### src/rtl/riscv_mc_core_pkg.sv
// rtl/riscv_mc_core_pkg.sv - shared types and constants for the multi-cycle RV32I core
package riscv_mc_core_pkg;

   typedef enum logic [2:0] {
      ST_FETCH,
      ST_FETCH_WAIT,
      ST_EXEC,
      ST_MEM,
      ST_MEM_WAIT,
      ST_COMMIT,
      ST_TRAP
   } mc_state_t;

   typedef enum logic [3:0] {
      ALU_ADD, ALU_SUB, ALU_SLL, ALU_SLT, ALU_SLTU,
      ALU_XOR, ALU_SRL, ALU_SRA, ALU_OR, ALU_AND
   } aluop_t;

   typedef enum logic [1:0] {PC_PLUS4, PC_BRANCH, PC_JAL, PC_JALR} pcsel_t;
   typedef enum logic [1:0] {WB_ALU, WB_MEM, WB_PC4} wbsel_t;

   localparam logic [3:0] BYTEEN_WORD = 4'hF;

   localparam logic [6:0] OP_LUI    = 7'b0110111;
   localparam logic [6:0] OP_AUIPC  = 7'b0010111;
   localparam logic [6:0] OP_JAL    = 7'b1101111;
   localparam logic [6:0] OP_JALR   = 7'b1100111;
   localparam logic [6:0] OP_BRANCH = 7'b1100011;
   localparam logic [6:0] OP_LOAD   = 7'b0000011;
   localparam logic [6:0] OP_STORE  = 7'b0100011;
   localparam logic [6:0] OP_IMM    = 7'b0010011;
   localparam logic [6:0] OP_REG    = 7'b0110011;

   // funct3/funct7[5] to ALU operation; alt only selects SUB for register ops
   function automatic aluop_t alu_decode(input logic [2:0] f3, input logic alt, input logic is_reg);
      case (f3)
         3'b000:  return (is_reg && alt) ? ALU_SUB : ALU_ADD;
         3'b001:  return ALU_SLL;
         3'b010:  return ALU_SLT;
         3'b011:  return ALU_SLTU;
         3'b100:  return ALU_XOR;
         3'b101:  return alt ? ALU_SRA : ALU_SRL;
         3'b110:  return ALU_OR;
         default: return ALU_AND;
      endcase
   endfunction

endpackage

### src/rtl/riscv_mc_seq.sv
// rtl/riscv_mc_seq.sv - sequencing FSM, wait counter and trap logic of the multi-cycle core
module riscv_mc_seq
   import riscv_mc_core_pkg::*;
#(
   parameter int MAX_WAIT = 16
) (
   input  logic clk,
   input  logic rst_n,
   input  logic bus_gnt,
   input  logic bus_rvalid,
   input  logic is_mem,
   input  logic pc_misaligned,
   input  logic next_pc_misaligned,
   output logic bus_req,
   output logic err_o,
   output logic fetch_issue,
   output logic mem_issue,
   output logic ir_load,
   output logic mdr_load,
   output logic commit
);

   localparam int CW = $clog2(MAX_WAIT + 1);
   localparam logic [CW-1:0] WAIT_LIMIT = CW'(MAX_WAIT);

   mc_state_t     state;
   logic [CW-1:0] wait_cnt;
   logic [CW-1:0] wait_inc;
   logic          timed_out;

   // saturating increment of the wait counter and the timeout it would reach
   always_comb begin
      wait_inc  = (wait_cnt == '1) ? wait_cnt : wait_cnt + CW'(1);
      timed_out = (wait_inc >= WAIT_LIMIT);
   end

   // the first FETCH cycle after reset has bus_req low; it checks alignment and raises the request
   assign fetch_issue = ((state == ST_FETCH) && !bus_req && !pc_misaligned) ||
                        ((state == ST_COMMIT) && !next_pc_misaligned);
   assign mem_issue   = (state == ST_EXEC) && is_mem;
   assign ir_load     = (state == ST_FETCH_WAIT) && bus_rvalid;
   assign mdr_load    = (state == ST_MEM_WAIT) && bus_rvalid;
   assign commit      = (state == ST_COMMIT);

   // state sequencing with registered request/error outputs
   always_ff @(posedge clk) begin
      if (!rst_n) begin
         state    <= ST_FETCH;
         bus_req  <= 1'b0;
         err_o    <= 1'b0;
         wait_cnt <= '0;
      end else begin
         case (state)
            ST_FETCH, ST_MEM: begin
               if (!bus_req) begin
                  if (pc_misaligned) begin
                     state <= ST_TRAP;
                     err_o <= 1'b1;
                  end else begin
                     bus_req <= 1'b1;
                  end
               end else if (bus_gnt && bus_rvalid) begin
                  state   <= ST_TRAP;
                  bus_req <= 1'b0;
                  err_o   <= 1'b1;
               end else if (bus_gnt) begin
                  state    <= (state == ST_FETCH) ? ST_FETCH_WAIT : ST_MEM_WAIT;
                  bus_req  <= 1'b0;
                  wait_cnt <= '0;
               end else if (timed_out) begin
                  state   <= ST_TRAP;
                  bus_req <= 1'b0;
                  err_o   <= 1'b1;
               end else begin
                  wait_cnt <= wait_inc;
               end
            end
            ST_FETCH_WAIT, ST_MEM_WAIT: begin
               if (bus_rvalid) begin
                  state    <= (state == ST_FETCH_WAIT) ? ST_EXEC : ST_COMMIT;
                  wait_cnt <= '0;
               end else if (timed_out) begin
                  state <= ST_TRAP;
                  err_o <= 1'b1;
               end else begin
                  wait_cnt <= wait_inc;
               end
            end
            ST_EXEC: begin
               wait_cnt <= '0;
               if (is_mem) begin
                  state   <= ST_MEM;
                  bus_req <= 1'b1;
               end else begin
                  state <= ST_COMMIT;
               end
            end
            ST_COMMIT: begin
               wait_cnt <= '0;
               if (next_pc_misaligned) begin
                  state <= ST_TRAP;
                  err_o <= 1'b1;
               end else begin
                  state   <= ST_FETCH;
                  bus_req <= 1'b1;
               end
            end
            ST_TRAP: begin
               bus_req <= 1'b0;
               err_o   <= 1'b1;
            end
            default: begin
               state   <= ST_TRAP;
               bus_req <= 1'b0;
               err_o   <= 1'b1;
            end
         endcase
      end
   end

endmodule

### src/rtl/riscv_mc_core.sv
// rtl/riscv_mc_core.sv - multi-cycle RV32I core with a shared variable-latency memory port
module riscv_mc_core
   import riscv_mc_core_pkg::*;
#(
   parameter int               WIDTH     = 32,
   parameter logic [WIDTH-1:0] RESET_PC  = '0,
   parameter int               MAX_WAIT  = 16,
   parameter int               CNT_WIDTH = 64
) (
   input  logic                 clk,
   input  logic                 rst_n,
   output logic                 bus_req,
   output logic                 bus_we,
   output logic [WIDTH-1:0]     bus_addr,
   output logic [WIDTH-1:0]     bus_wdata,
   output logic [3:0]           bus_byteen,
   input  logic                 bus_gnt,
   input  logic                 bus_rvalid,
   input  logic [WIDTH-1:0]     bus_rdata,
   output logic [WIDTH-1:0]     pc_o,
   output logic                 err_o,
   output logic [CNT_WIDTH-1:0] instret_o
);

   logic [WIDTH-1:0]     pc, ir, mdr;
   logic [CNT_WIDTH-1:0] instret;
   logic [WIDTH-1:0]     rf [0:31];

   logic fetch_issue, mem_issue, ir_load, mdr_load, commit;

   logic [6:0] opcode;
   logic [4:0] rd, rs1, rs2;
   logic [2:0] f3;
   logic [WIDTH-1:0] imm_i, imm_s, imm_b, imm_u, imm_j;
   logic [WIDTH-1:0] rs1_val, rs2_val;

   assign opcode = ir[6:0];
   assign rd     = ir[11:7];
   assign f3     = ir[14:12];
   assign rs1    = ir[19:15];
   assign rs2    = ir[24:20];
   assign imm_i  = {{(WIDTH-12){ir[31]}}, ir[31:20]};
   assign imm_s  = {{(WIDTH-12){ir[31]}}, ir[31:25], ir[11:7]};
   assign imm_b  = {{(WIDTH-13){ir[31]}}, ir[31], ir[7], ir[30:25], ir[11:8], 1'b0};
   assign imm_u  = {ir[31:12], 12'b0};
   assign imm_j  = {{(WIDTH-21){ir[31]}}, ir[31], ir[19:12], ir[20], ir[30:21], 1'b0};

   assign rs1_val = (rs1 == 5'd0) ? '0 : rf[rs1];
   assign rs2_val = (rs2 == 5'd0) ? '0 : rf[rs2];

   logic             ctl_reg_write, ctl_src_imm, ctl_a_pc, ctl_a_zero, is_load, is_store;
   aluop_t           ctl_alu_op;
   pcsel_t           ctl_pc_sel;
   wbsel_t           ctl_wb_sel;
   logic [WIDTH-1:0] imm;

   // control unit: decodes IR into datapath controls; unknown opcodes act as NOP
   always_comb begin
      ctl_reg_write = 1'b0;
      ctl_src_imm   = 1'b0;
      ctl_a_pc      = 1'b0;
      ctl_a_zero    = 1'b0;
      is_load       = 1'b0;
      is_store      = 1'b0;
      ctl_alu_op    = ALU_ADD;
      ctl_pc_sel    = PC_PLUS4;
      ctl_wb_sel    = WB_ALU;
      imm           = imm_i;
      case (opcode)
         OP_LUI:    begin ctl_reg_write = 1'b1; ctl_a_zero = 1'b1; ctl_src_imm = 1'b1; imm = imm_u; end
         OP_AUIPC:  begin ctl_reg_write = 1'b1; ctl_a_pc = 1'b1; ctl_src_imm = 1'b1; imm = imm_u; end
         OP_JAL:    begin ctl_reg_write = 1'b1; ctl_pc_sel = PC_JAL; ctl_wb_sel = WB_PC4; end
         OP_JALR:   begin ctl_reg_write = 1'b1; ctl_src_imm = 1'b1; ctl_pc_sel = PC_JALR; ctl_wb_sel = WB_PC4; end
         OP_BRANCH: ctl_pc_sel = PC_BRANCH;
         OP_LOAD:   begin ctl_reg_write = 1'b1; ctl_src_imm = 1'b1; is_load = 1'b1; ctl_wb_sel = WB_MEM; end
         OP_STORE:  begin ctl_src_imm = 1'b1; is_store = 1'b1; imm = imm_s; end
         OP_IMM:    begin ctl_reg_write = 1'b1; ctl_src_imm = 1'b1; ctl_alu_op = alu_decode(f3, ir[30], 1'b0); end
         OP_REG:    begin ctl_reg_write = 1'b1; ctl_alu_op = alu_decode(f3, ir[30], 1'b1); end
         default:   ;
      endcase
   end

   logic [WIDTH-1:0] alu_a, alu_b, alu_res;
   logic [4:0]       shamt;

   // ALU, combinational on IR and the register file
   always_comb begin
      alu_a = ctl_a_zero ? '0 : (ctl_a_pc ? pc : rs1_val);
      alu_b = ctl_src_imm ? imm : rs2_val;
      shamt = alu_b[4:0];
      case (ctl_alu_op)
         ALU_SUB:  alu_res = alu_a - alu_b;
         ALU_SLL:  alu_res = alu_a << shamt;
         ALU_SLT:  alu_res = {{(WIDTH-1){1'b0}}, ($signed(alu_a) < $signed(alu_b))};
         ALU_SLTU: alu_res = {{(WIDTH-1){1'b0}}, (alu_a < alu_b)};
         ALU_XOR:  alu_res = alu_a ^ alu_b;
         ALU_SRL:  alu_res = alu_a >> shamt;
         ALU_SRA:  alu_res = $unsigned($signed(alu_a) >>> shamt);
         ALU_OR:   alu_res = alu_a | alu_b;
         ALU_AND:  alu_res = alu_a & alu_b;
         default:  alu_res = alu_a + alu_b;
      endcase
   end

   logic             br_taken;
   logic [WIDTH-1:0] pc_plus4, next_pc;

   // branch compare and next-PC selection
   always_comb begin
      case (f3)
         3'b000:  br_taken = (rs1_val == rs2_val);
         3'b001:  br_taken = (rs1_val != rs2_val);
         3'b100:  br_taken = ($signed(rs1_val) < $signed(rs2_val));
         3'b101:  br_taken = ($signed(rs1_val) >= $signed(rs2_val));
         3'b110:  br_taken = (rs1_val < rs2_val);
         3'b111:  br_taken = (rs1_val >= rs2_val);
         default: br_taken = 1'b0;
      endcase
      pc_plus4 = pc + WIDTH'(4);
      case (ctl_pc_sel)
         PC_BRANCH: next_pc = br_taken ? pc + imm_b : pc_plus4;
         PC_JAL:    next_pc = pc + imm_j;
         PC_JALR:   next_pc = {alu_res[WIDTH-1:1], 1'b0};
         default:   next_pc = pc_plus4;
      endcase
   end

   logic [7:0]       ld_byte;
   logic [15:0]      ld_half;
   logic [WIDTH-1:0] ld_data, wb_data, st_wdata;
   logic [3:0]       st_byteen;

   // load extraction, writeback mux and store lane alignment
   always_comb begin
      ld_byte = mdr[{alu_res[1:0], 3'b000} +: 8];
      ld_half = mdr[{alu_res[1], 4'b0000} +: 16];
      case (f3)
         3'b000:  ld_data = {{(WIDTH-8){ld_byte[7]}}, ld_byte};
         3'b001:  ld_data = {{(WIDTH-16){ld_half[15]}}, ld_half};
         3'b100:  ld_data = {{(WIDTH-8){1'b0}}, ld_byte};
         3'b101:  ld_data = {{(WIDTH-16){1'b0}}, ld_half};
         default: ld_data = mdr;
      endcase
      case (ctl_wb_sel)
         WB_MEM:  wb_data = ld_data;
         WB_PC4:  wb_data = pc_plus4;
         default: wb_data = alu_res;
      endcase
      case (f3)
         3'b000: begin
            st_byteen = 4'b0001 << alu_res[1:0];
            st_wdata  = rs2_val << {alu_res[1:0], 3'b000};
         end
         3'b001: begin
            st_byteen = alu_res[1] ? 4'b1100 : 4'b0011;
            st_wdata  = rs2_val << {alu_res[1], 4'b0000};
         end
         default: begin
            st_byteen = BYTEEN_WORD;
            st_wdata  = rs2_val;
         end
      endcase
   end

   riscv_mc_seq #(.MAX_WAIT(MAX_WAIT)) u_seq (
      .clk                (clk),
      .rst_n              (rst_n),
      .bus_gnt            (bus_gnt),
      .bus_rvalid         (bus_rvalid),
      .is_mem             (is_load | is_store),
      .pc_misaligned      (pc[1:0] != 2'b00),
      .next_pc_misaligned (next_pc[1:0] != 2'b00),
      .bus_req            (bus_req),
      .err_o              (err_o),
      .fetch_issue        (fetch_issue),
      .mem_issue          (mem_issue),
      .ir_load            (ir_load),
      .mdr_load           (mdr_load),
      .commit             (commit)
   );

   // architectural state: PC and instret only move in COMMIT
   always_ff @(posedge clk) begin
      if (!rst_n) begin
         pc      <= RESET_PC;
         ir      <= '0;
         mdr     <= '0;
         instret <= '0;
      end else begin
         if (ir_load) ir <= bus_rdata;
         if (mdr_load && is_load) mdr <= bus_rdata;
         if (commit) begin
            pc      <= next_pc;
            instret <= instret + CNT_WIDTH'(1);
         end
      end
   end

   // register file write, gated by the commit strobe
   always_ff @(posedge clk) begin
      if (rst_n && commit && ctl_reg_write && (rd != 5'd0)) rf[rd] <= wb_data;
   end

   // bus address/data/strobes, captured when a request is issued and held until the next one
   always_ff @(posedge clk) begin
      if (!rst_n) begin
         bus_we     <= 1'b0;
         bus_addr   <= '0;
         bus_wdata  <= '0;
         bus_byteen <= 4'h0;
      end else if (fetch_issue) begin
         bus_we     <= 1'b0;
         bus_addr   <= commit ? next_pc : pc;
         bus_wdata  <= '0;
         bus_byteen <= BYTEEN_WORD;
      end else if (mem_issue) begin
         bus_we     <= is_store;
         bus_addr   <= alu_res;
         bus_wdata  <= is_store ? st_wdata : '0;
         bus_byteen <= is_store ? st_byteen : BYTEEN_WORD;
      end
   end

   assign pc_o      = pc;
   assign instret_o = instret;

endmodule
### config.mk
export PLATFORM = sky130hd
export DESIGN_NAME = riscv_mc_core
export DESIGN_NICKNAME = d
export VERILOG_FILES = /design/src/rtl/riscv_mc_core_pkg.sv /design/src/rtl/riscv_mc_seq.sv /design/src/rtl/riscv_mc_core.sv
export SDC_FILE = /design/constraint.sdc
export NUM_CORES = 2
export LEC_CHECK = 0
export CORE_UTILIZATION = 45
export DETAILED_ROUTE_END_ITERATION = 12
export PLACE_DENSITY = 0.66
export SLEW_MARGIN = 20
export SYNTH_ARGS = -nofsm -noshare
export SYNTH_HDL_FRONTEND = slang
export SYNTH_SLANG_ARGS = --single-unit
### constraint.sdc
create_clock -name clk -period 10.1 [get_ports clk]
set_input_delay 2.02 -clock clk [delete_from_list [all_inputs] [get_ports clk]]
set_output_delay 2.02 -clock clk [all_outputs]
set_load 0.01 [all_outputs]
Yosys cells after proc, flatten, opt, wreduce, memory -nomap -nowiden
Memory sizes are Yosys's and may differ from the RTL's. A register that Yosys moved wholly into a read port is not among the register bits. Index checks and enable logic that the tools add are counted.

Shifts and indexed selects: 8. $add $sub $neg: 7. Equal/unequal tests: 47. Muxes and demuxes: 75. Reductions and logical operators: 36. Bitwise operators: 8. Order comparisons: 7.

Operators by type and width (number): $mux 32 (10); $pmux 32 s9 (1); $lt 32x32->1 (4); $pmux 32 s2 (2); $pmux 32 s4 (1); $add 32x32->32 (3); $pmux 32 s3 (1); $shl 32x5->32 (3); $add 64x1->64 const B (1); $ge 32x32->1 (2); $pmux 31 s2 (1); $pmux 4 s7 (2); $mux 5 (10); $add 32x3->32 const B (1); $and 32x32->32 (1); $eq 32x32->1 (1); $ne 32x32->1 (1); $or 32x32->32 (1); $shiftx 32x6->16 (1); $shiftx 32x6->8 (1); $shr 32x5->32 (1); $sshr 32x5->32 (1); $sub 32x32->32 (1); $xor 32x32->32 (1); other kinds (47) (136).

RAM bits: 1024. Memories kept: 1. Flip-flop bits (word level): 239. Input port bits: 36. Output and inout bits: 167. Word-level logic and storage cells: 201.

Memories: rf (depth 32, bits a word 32, rd ports 2, clocked after Yosys merged registers in 2, write ports 1, line riscv_mc_core.sv:27) `logic [WIDTH-1:0] rf [0:31];`.

Logic depth before layout (Yosys ltp)
Depth after elaboration: 12. Depth in mapped cells: 31. Depth with buffers taken out: 22.

Hierarchy
From an unflattened synthesis, not the netlist that was laid out.

Cells, all modules: 6075. Area, all modules: 74128.6 um2.

Modules (own cells, without submodules): riscv_mc_core (cells an instance 5960, sequential area each 35534.1 um2, times used 1, area an instance 73274.0 um2); riscv_mc_seq (cells an instance 115, sequential area each 200.2 um2, times used 1, area an instance 854.6 um2).

Least setup slack after synthesis
No wires, ideal clock.

Path kind: reg2reg. Start: register with a tool-made name. End: memory rf[0][31], data pin. Library setup time: 0.467 ns. Arrival: 8.057 ns. Buffers on the path: 9. Cell stages (with the launch flop): 28. Clock period less this slack: 8.524 ns. Data required time: 9.633 ns. Path slack: 1.576 ns. Path through: dfxtp_1 -> buf_4 -> buf_4 -> buf_4 -> buf_4 -> buf_2 -> buf_1 -> buf_1 -> mux4_2 -> mux4_2 -> mux2_2 -> o21ai_0 -> nor2_1 -> or2_2 -> ha_1 -> clkbuf_1 -> nor4_1 -> nand2_1 -> o221a_2 -> o31a_1 -> o21ai_0 -> and4_1 -> and3_1 -> clkbuf_1 -> a211oi_2 -> a21oi_2 -> a2111oi_0 -> a211oi_1.

RTL lines (line): end: declaration (riscv_mc_core.sv:27).

==> results by group <==
Run status
  • Outcome: complete, no violations

Setup path
  • Cell chain of the critical path: buf_4 -> buf_4 -> mux4_2 -> mux4_2 -> mux2_2 -> o21ai_0 -> nor2_1 -> or2_2 -> ha_1 -> nor4_1 -> nand2_1 -> o221a_2 -> o31a_1 -> o21ai_0 -> and4_1 -> and3_1 -> a21oi_2 -> a32oi_2 -> o211ai_1 -> buf_4
  • Max incr delay on CP: ~0.77 ns
  • Most common cell on crit path: buf_4
  • Critical Path Slowest Stage Cell: a32oi_2
  • R2R cell count: 20
  • R2r endpoint: rf[10][30]$_DFFE_PP_
  • R2r setup slk: ~1.4 ns
  • Critical path's top delay family: simple AND/OR/NAND/NOR gates
  • CP Max Fanout: 32
  • Critical Path AT: about 9 ns
  • WS Path Type: reg -> reg
  • Critical Path End Type: register
  • Worst setup SP type: register
  • WP buf/inv: 3
  • Req. time, crit path: 10.62 ns

Worst hold path
  • Worst min-delay path class: reg -> reg
  • Min-delay src: u_seq.wait_cnt[4]$_SDFFE_PN0P_
  • Hold path endpoint: u_seq.wait_cnt[4]$_SDFFE_PN0P_
  • Hold path depth: 2

Die
  • IO Pins: slightly above 200
  • Core box area: between 150000 and 200000 um^2
  • Site Rows: 147
  • Initial Util: 0.4558
  • Die H: 406.2 um
  • Die ar.: 165000 um^2
  • Die X: approximately 400 um

Power
  • PwrDens: approximately 220 nW/um^2
  • Net switching power: a little under 7000 uW
  • P_int: between 10000 and 15000 uW
  • Clk pwr share: 0.282
  • Peak supply drop: about 0.00024 V
  • Leakage: 0.02714 uW
  • Sequential Power Share: 0.358
  • Net Sw Frac: 0.3770
  • Final Power: around 18000 uW
  • Power share of the combinational group: 0.360

Clock tree
  • Root buffer cell: clkbuf_16
  • Post-CTS Setup Inserts: 0
  • Clk sinks: 1273
  • Post_cts resized: 0
  • Num CTS Buffers: 140
  • Number of H-tree levels: 4
  • Clock transition at path regs: ~0.060 ns
  • Clock Path Buffers: 3
  • CTS tree: done
  • Worst skew pair latency: 0.83 ns
  • Hold buffers post-CTS: 0

Synthesis
  • Post-synth ARST share: 0
  • Synth top cells by count: edfxtp_1 (1024), mux2i_1 (590), nor2_1 (474), a21oi_1 (454), nand2_1 (454)
  • Synth cell types: roughly 100
  • Leading area contributor after synthesis: edfxtp_1
  • Sequential area share after synthesis: 0.4860
  • Cell Area, Synth: 73520 um^2
  • Synth top area share: 0.4182
  • #FFs+latches synth: ~1300
  • Area contributors post-synth: edfxtp_1 (42%), mux4_2 (11%), mux2i_1 (8.0%), dfxtp_1 (6.8%), a21oi_1 (3.1%)
  • Most common cell in the synthesized netlist: edfxtp_1
  • EDFF count, synth: between 1000 and 1500
  • YS warnings: 0
  • Main synth FF type: edfxtp_1
  • Syn avg cell area: ~12 um^2
  • Post-Syn Instances: ~6200

Cells and area
  • Area Growth Syn to Fin: 13.60%
  • Post-Layout Inst Area: 83520 um^2
  • Share of cells above drive strength 1: 0.1564
  • Final nets: 6566
  • Layout fillers: 13810

STA
  • Layout Skew: 0.04581 ns
  • RSZ-0062 raised after global routing: false
  • Final setup violating endpoints: 0
  • Setup TNS: 0 ns
  • Final Critical Period: just under 9 ns
  • Worst Hold Slack: ~0.45 ns
  • Slew Viols, Final: 0
  • Fmax: 0.1151 GHz
  • Rel. slew slack: 0.1491
  • Final Hold Fails: 0
  • Period Utilization, post-route: 0.8600
  • Slew at the pin closest to its max-slew limit: approximately 1.3 ns

Routing
  • Final WL: around 320000 um
  • DR vias/cell: ~7.0
  • Initial detailed-routing violation count: roughly 9800
  • DR pass1 iterations: 9
  • Drt wl/cell: ~37 um
  • Drc violations: 0
  • Vias: ~60000
  • Antenna viol nets, final: 0

Flow run
  • Max_cap viols: 0

Global routing
  • Initial antenna violation count: 10
  • GR Layer Usage met1: 0.4847
  • Met2 Resource Use GR: 0.5548
  • Largest net degree at the start of global routing: ~120
  • Grt ovf: 0
  • Grt peak-use layer: met2
  • Global-route wire length before repair: 437200 um
  • Global Route Usage Sum: 0.3768
  • Vias in the first global route: around 57000
  • GR Util met3: 0.1097

Placement
  • Hpwl dp: about 210000 um
  • Placed cell areas: slightly below 80000 um^2
  • Gp weighted congestion: ~1.1
  • Port Buffers: 202
-- tightest hold or removal path: cells and delay by family, from the launching register on --
kind          cells  cell delay, ns
flops             1            0.31
buf+inv           1            0.06
simple gates      1            0.04
-- metal layers --
layer,share of wire,vias to the layer above
met2,0.43,4688
met3,0.13,1080
met1,0.37,30090
met4,0.076,8
li1,-,24380
met5,0.00017,-
-- metrics by stage --
| step | std cells | utilization | worst slack (ns) |
|---|---|---|---|
| 5_1_grt | 8623 | 0.5177 | 1.336 |
| 6_report | 8626 | 0.5178 | 1.414 |
| 3_5_place_dp | 8367 | 0.4894 | 1.764 |
| 3_3_place_gp | 8367 | 0.4894 | 1.683 |
| 2_1_floorplan | 6197 | - | 1.576 |
| 4_1_cts | 8623 | 0.5177 | 1.775 |
-- cells by family after synthesis --
family / Yosys count / share of synthesized area
and+or+nand+nor: 1423 / 0.08814
muxes: 1018 / 0.2027
other: 1 / 0.00005101
buffers and inverters: 586 / 0.03361
DFF: 1273 / 0.4860
adders and majority gates: 181 / 0.03121
AOI/OAI and AO/OA: 1520 / 0.1387
xor gates and xnor gates: 164 / 0.01954
-- cell usage in the layout, fill, tap and decap left out, types with 25 or more instances in the layout --
| cell type | count |
|---|---|
| o21a_1 | 27 |
| dfxtp_1 | 241 |
| inv_1 | 137 |
| edfxtp_1 | 1024 |
| a22oi_1 | 244 |
| nor3_1 | 67 |
| clkbuf_1 | 34 |
| a21o_1 | 53 |
| nand4_1 | 31 |
| a221oi_1 | 40 |
| and3_1 | 45 |
| buf_4 | 233 |
| o211ai_1 | 48 |
| or2_2 | 28 |
| xor2_1 | 91 |
| mux2_2 | 56 |
| a31oi_1 | 30 |
| nand2b_1 | 28 |
| xnor2_1 | 73 |
| clkbuf_16 | 142 |
| conb_1 | 32 |
| mux2i_1 | 590 |
| ha_1 | 177 |
| a32o_1 | 33 |
| nand3_1 | 108 |
| nand2_1 | 453 |
| nor2_1 | 438 |
| nor2b_1 | 25 |
| a211oi_1 | 79 |
| clkdlybuf4s50_1 | 201 |
| a21oi_1 | 451 |
| nor2_4 | 34 |
| mux4_2 | 371 |
| o21ai_0 | 220 |
| and2_1 | 63 |
| clkinv_1 | 30 |
-- sequential cells by signal, indices dropped and copies added (netlist names), named ones only --
name and cells:
u_seq.err_o 1, bus_byteen 4, instret_o 64, rf 1024
ir 32, bus_we 1, bus_addr 32, mdr 32
u_seq.wait_cnt 5, u_seq.state 3, u_seq.bus_req 1, pc_o 32
bus_wdata 32
-- power by group through the flow --
stage | registers [uW] | logic [uW] | clock network, uW
6_report | 6540 | 6560 | 5150
3_3_place_gp | 6640 | 6250 | 0
3_5_place_dp | 6640 | 6260 | 0
2_1_floorplan | 6570 | 3810 | 0
4_1_cts | 6530 | 6290 | 5180
5_1_grt | 6540 | 6770 | 5380
-- layout make-up --
cell class                 instances  area, um^2  share of cell area
tap                             2160        2703             0.03236
multi-input combinational       4338       35880              0.4296
inverter                         147       556.8            0.006666
antenna                            3       7.507          0.00008988
timing repair buffer             449        4046             0.04845
clock buffer                     179        3722             0.04457
clock inverter                    77       842.1             0.01008
sequential                      1273       35760              0.4282
-- worst max path at each step --
stage	from	to	cells after the start
2_1_floorplan	register	rf[0][31]$_DFFE_PP_	27
3_3_place_gp	register	rf[11][11]$_DFFE_PP_	20
3_5_place_dp	register	rf[19][30]$_DFFE_PP_	20
4_1_cts	register	rf[10][30]$_DFFE_PP_	20
5_1_grt	register	rf[4][2]$_DFFE_PP_	24
6_report	register	rf[10][30]$_DFFE_PP_	20
No activity file was read; power rests on OpenSTA's default activity.
